--- config.mk ---
export PLATFORM = sky130hd
export DESIGN_NAME = mem_port_arbiter
export DESIGN_NICKNAME = d
export VERILOG_FILES = /design/src/rtl/mem_port_arbiter.sv
export SDC_FILE = /design/constraint.sdc
export NUM_CORES = 1
export LEC_CHECK = 0
export CORE_MARGIN = 5
export CORE_UTILIZATION = 44
export DETAILED_ROUTE_END_ITERATION = 8
export PLACE_DENSITY = 0.86
export SLEW_MARGIN = 5
export SYNTH_ARGS = -nofsm -noshare
export SYNTH_HDL_FRONTEND = slang
export SYNTH_SLANG_ARGS = --single-unit
export TNS_END_PERCENT = 10
--- constraint.sdc ---
create_clock -name clk -period 11.44 [get_ports clk]
set_input_delay 2.288 -clock clk [delete_from_list [all_inputs] [get_ports clk]]
set_output_delay 2.288 -clock clk [all_outputs]
set_load 0.05 [all_outputs]
--- src/rtl/mem_port_arbiter.sv ---
// mem_port_arbiter: shares one single-port RAM between the IF and MEM stages.
// Define ARB_ROUND_ROBIN_EN to alternate grants when both stages request at once.
module mem_port_arbiter #(
  parameter int NBits       = 32,
  parameter int MEM_LATENCY = 2
) (
  input  logic             clk,
  input  logic             reset,
  input  logic             if_req,
  input  logic [NBits-1:0] if_addr,
  output logic             if_ack,
  output logic [NBits-1:0] if_rdata,
  input  logic             mem_req,
  input  logic             mem_we,
  input  logic [NBits-1:0] mem_addr,
  input  logic [NBits-1:0] mem_wdata,
  output logic             mem_ack,
  output logic [NBits-1:0] mem_rdata,
  output logic             ram_en,
  output logic             ram_we,
  output logic [NBits-1:0] ram_addr,
  output logic [NBits-1:0] ram_wdata,
  input  logic [NBits-1:0] ram_rdata,
  output logic             stall_if,
  output logic             stall_mem
);

  localparam int CntW = $clog2(MEM_LATENCY + 1);

  typedef enum logic [1:0] {
    Idle,
    Issue,
    Wait,
    Resp
  } state_t;

  state_t          state;
  logic [CntW-1:0] cnt;
  logic            grantMem;
  logic            pickMem;

`ifdef ARB_ROUND_ROBIN_EN
  logic lastGrantMem;

  always_ff @(posedge clk or posedge reset) begin
    if (reset) begin
      lastGrantMem <= 1'b0;
    end else if (state == Issue) begin
      lastGrantMem <= grantMem;
    end
  end

  // Contention goes to whichever stage was not served last.
  assign pickMem = mem_req & ~(if_req & lastGrantMem);
`else
  // The older instruction (MEM) always wins, so the pipeline drains.
  assign pickMem = mem_req;
`endif

  always_ff @(posedge clk or posedge reset) begin
    if (reset) begin
      state     <= Idle;
      cnt       <= '0;
      grantMem  <= 1'b0;
      if_ack    <= 1'b0;
      mem_ack   <= 1'b0;
      if_rdata  <= '0;
      mem_rdata <= '0;
      ram_en    <= 1'b0;
      ram_we    <= 1'b0;
      ram_addr  <= '0;
      ram_wdata <= '0;
    end else begin
      ram_en  <= 1'b0;
      if_ack  <= 1'b0;
      mem_ack <= 1'b0;
      unique case (state)
        Idle: begin
          if (if_req | mem_req) begin
            grantMem <= pickMem;
            ram_addr <= pickMem ? mem_addr : if_addr;
            ram_we   <= pickMem & mem_we;
            if (pickMem) begin
              ram_wdata <= mem_wdata;
            end
            ram_en <= 1'b1;
            state  <= Issue;
          end
        end
        Issue: begin
          cnt   <= CntW'(MEM_LATENCY);
          state <= Wait;
        end
        Wait: begin
          cnt <= cnt - 1'b1;
          if (cnt == CntW'(1)) begin
            // Stores travel the same path but leave rdata untouched.
            if (!ram_we) begin
              if (grantMem) begin
                mem_rdata <= ram_rdata;
              end else begin
                if_rdata <= ram_rdata;
              end
            end
            if_ack  <= ~grantMem;
            mem_ack <= grantMem;
            state   <= Resp;
          end
        end
        Resp: begin
          state <= Idle;
        end
      endcase
    end
  end

  assign stall_if  = if_req & ~if_ack;
  assign stall_mem = mem_req & ~mem_ack;

endmodule
==> qor.yml <==
run_status: "complete, no violations"
fmax_ghz: 0.161
grt_pass1_wl_um: 23200
yosysWarningCount: 0
ant_nets: 0
core_um2: 12500
netlist_top_cells_count: "137 x dfrtp_1, 65 x mux2_2, 36 x nand2_1"
maxCapViolCount: 0
nNetsFinal: 786
synth_top_cell_area_share_pct: 61.9
grt_overflow_total: 0
fin_cells: 834
required_ns: 9.15
r2r_slack_ns: 9.18
post_cts_buffers: 0
p_leak_nw: 4.03
via_per_inst: 4.83
vias: 4030
ctsHoldBuffers: 0
drive_gt1_share_pct: 20.5
area_growth_pct: 62.1
dieHeight_um: 122
track_usage_pct: 20.1
crit_path_end_kind: "primary output"
critical_path_class: "input port to primary output"
worst_slew_pin_slew_ns: 1.15
initial_utilization_pct: 44.4
finalPower_mw: 3.11
cp_num_buf_inv: 3
antenna_found_initial: 0
die_w_um: 122
ios: 267
start_kind: "input port"
first_global_vias: 4512
numCtsBuffers: 17
synthDistinctLibCells: 23
place_congestion: 0.762
critical_path_peak_fanout: 37
die-area_um2: 14900
cts_sinks: 137
synth_seq_cells: 137
hold_path.class: "flip-flop to flip-flop"
ctsLongestPathBuffers: 2
setup_tns_ns: 0
synthCells: 381
critPathSlowestCell: "clkdlybuf4s50_1"
ctsHtreeMaxLevel: 4
wire_per_inst_um: 18.0
yosysMostFrequentCell: "dfrtp_1"
synth_top_cell_by_area: "dfrtp_1"
seq_area_frac_synth_pct: 61.9
synth-main-ff-cell: "dfrtp_1"
rsz0062_at_grt: "no"
finalSetupViolations: 0
timing.hold.ws_ns: 0.477
grt_max_degree: 86
cp_top_family: "buffers and inverters"
clock_skew_ns: 0.00887
syn-num-nets: 517
cts-root-buf: "clkbuf_16"
vdd_drop_max_mv: 0.238
io_buffers: 266
dpl.hpwl_um: 11200
worstPathCellList: "buf_2 > buf_4 > nor2b_1 > clkdlybuf4s50_1"
period_share_pct: 54.4
clk_latency_ns: 0.41
cts_tree: "done"
diodes: 0
drc: 0
drt-total-wl_um: 15000
slew_headroom_pct: 23.1
synthTopCellsByArea: "dfrtp_1 62%, mux2_2 13%, mux2_4 8.1%, mux2i_1 5.8%, o21ai_0 3.2%"
p_per_area_nw_per_um2: 346
layout_min_cycle_time_ns: 6.23
netlist_area_um2: 5540
synth_edf_count: 0
hold_violations: 0
async_flop_share_pct: 100
dr.pass1.iters: 4
clkTransAtPathRegs_ns: 0.05
slowest_delay_ns: 0.86
rows: 41
ctsResizeCount: 0
cp.arrival_ns: 3.94
drv_slew: 0
place_inst: 803
drt_iter0_drc: 231
syn_avg_cell_area_um2: 14.5
[worst register-to-register path, stage by stage, from the launching register on]
cell and delay, ns:
dfrtp_1 0.35, inv_1 0.07, ha_1 0.25, and3_1 0.22, nand2b_2 0.81, mux2_2 0.45
[where the power goes]
group	leakage (nW)	switching (mW)	internal, mW
registers	1.68	0.129	0.715
clock network	0.301	0.196	0.381
logic	2.05	1.07	0.617
[final cells by class]
| class | instances | area (um2) |
|---|---|---|
| well taps | 172 | 215 |
| inverters | 7 | 31.3 |
| repair buffers | 271 | 2700 |
| multi-input cells | 216 | 1980 |
| clock buffers | 20 | 467 |
| clock inverters | 11 | 169 |
| flip-flops and latches | 137 | 3430 |
| fillers | 843 | 3480 |
[cells by family (layout without fill, tap and decap cells)]
family | Yosys count | after routing | synth area share [%]
flip-flops | 137 | 137 | 61.9
multiplexers | 129 | 129 | 27.5
AND/OR/NAND/NOR | 45 | 45 | 3.41
AO/OA/AOI/OAI | 39 | 39 | 3.68
buffers and inverters | 28 | 309 | 2.82
adder cells (fa/ha/maj) | 3 | 3 | 0.678
[through the flow]
step	instance area [um2]	util (%)	setup WS (ns)
final	8980	72.0	5.21
after global routing	8980	72.0	5.13
after CTS	8980	72.0	5.20
after detailed placement	8350	66.9	5.21
after global placement	8350	66.9	5.22
after floorplan	5540	-	5.48
[flip-flops by register name, summed over array words and instances (netlist names)]
| name | count |
|---|---|
| ram_wdata | 32 |
| cnt | 2 |
| mem_ack | 1 |
| if_ack | 1 |
| ram_addr | 32 |
| if_rdata | 32 |
| ram_en | 1 |
| grantMem | 1 |
| mem_rdata | 32 |
| ram_we | 1 |
| state | 2 |
[final timing paths]
path                            cells past startpoint                        end                     start
worst max-delay path                                4                  stall_mem                   mem_req
worst min-delay path                                2   ram_addr[13]$_DFFE_PP0P_  ram_addr[13]$_DFFE_PP0P_
worst max register to register                      5  mem_rdata[31]$_DFFE_PP0P_      state[0]$_DFFE_PP0P_
worst min register to register                      2   ram_addr[13]$_DFFE_PP0P_  ram_addr[13]$_DFFE_PP0P_
max in group asynchronous                           3  ram_wdata[27]$_DFFE_PP0P_                     reset
min in group asynchronous                           2    if_rdata[6]$_DFFE_PP0P_                     reset
[metal layers]
metal | track usage [%] | wire (um)
met1 | 22.6 | 5740
met2 | 35.3 | 7670
met3 | 7.60 | 1360
met4 | 6.44 | 248
met5 | 0 | 0
[layout by cell type, fill, tap and decap left out]
master / instances
clkdlybuf4s50_1: 265
dfrtp_1: 137
mux2_2: 65
nand2_1: 36
o21ai_0: 35
mux2i_1: 32
mux2_4: 30
clkbuf_16: 17
inv_1: 6
buf_4: 5
bufinv_16: 4
clkinvlp_4: 4
nor2b_1: 3
ha_1: 3
clkbuf_8: 3
mux2_1: 2
nor2_1: 2
inv_6: 2
clkinv_2: 2
o21ai_4: 1
nor3_4: 1
and3_1: 1
nand2b_2: 1
a21oi_1: 1
a32o_1: 1
nand3_1: 1
o22a_1: 1
buf_2: 1
Note: power is estimated with default switching activity, not from simulation.
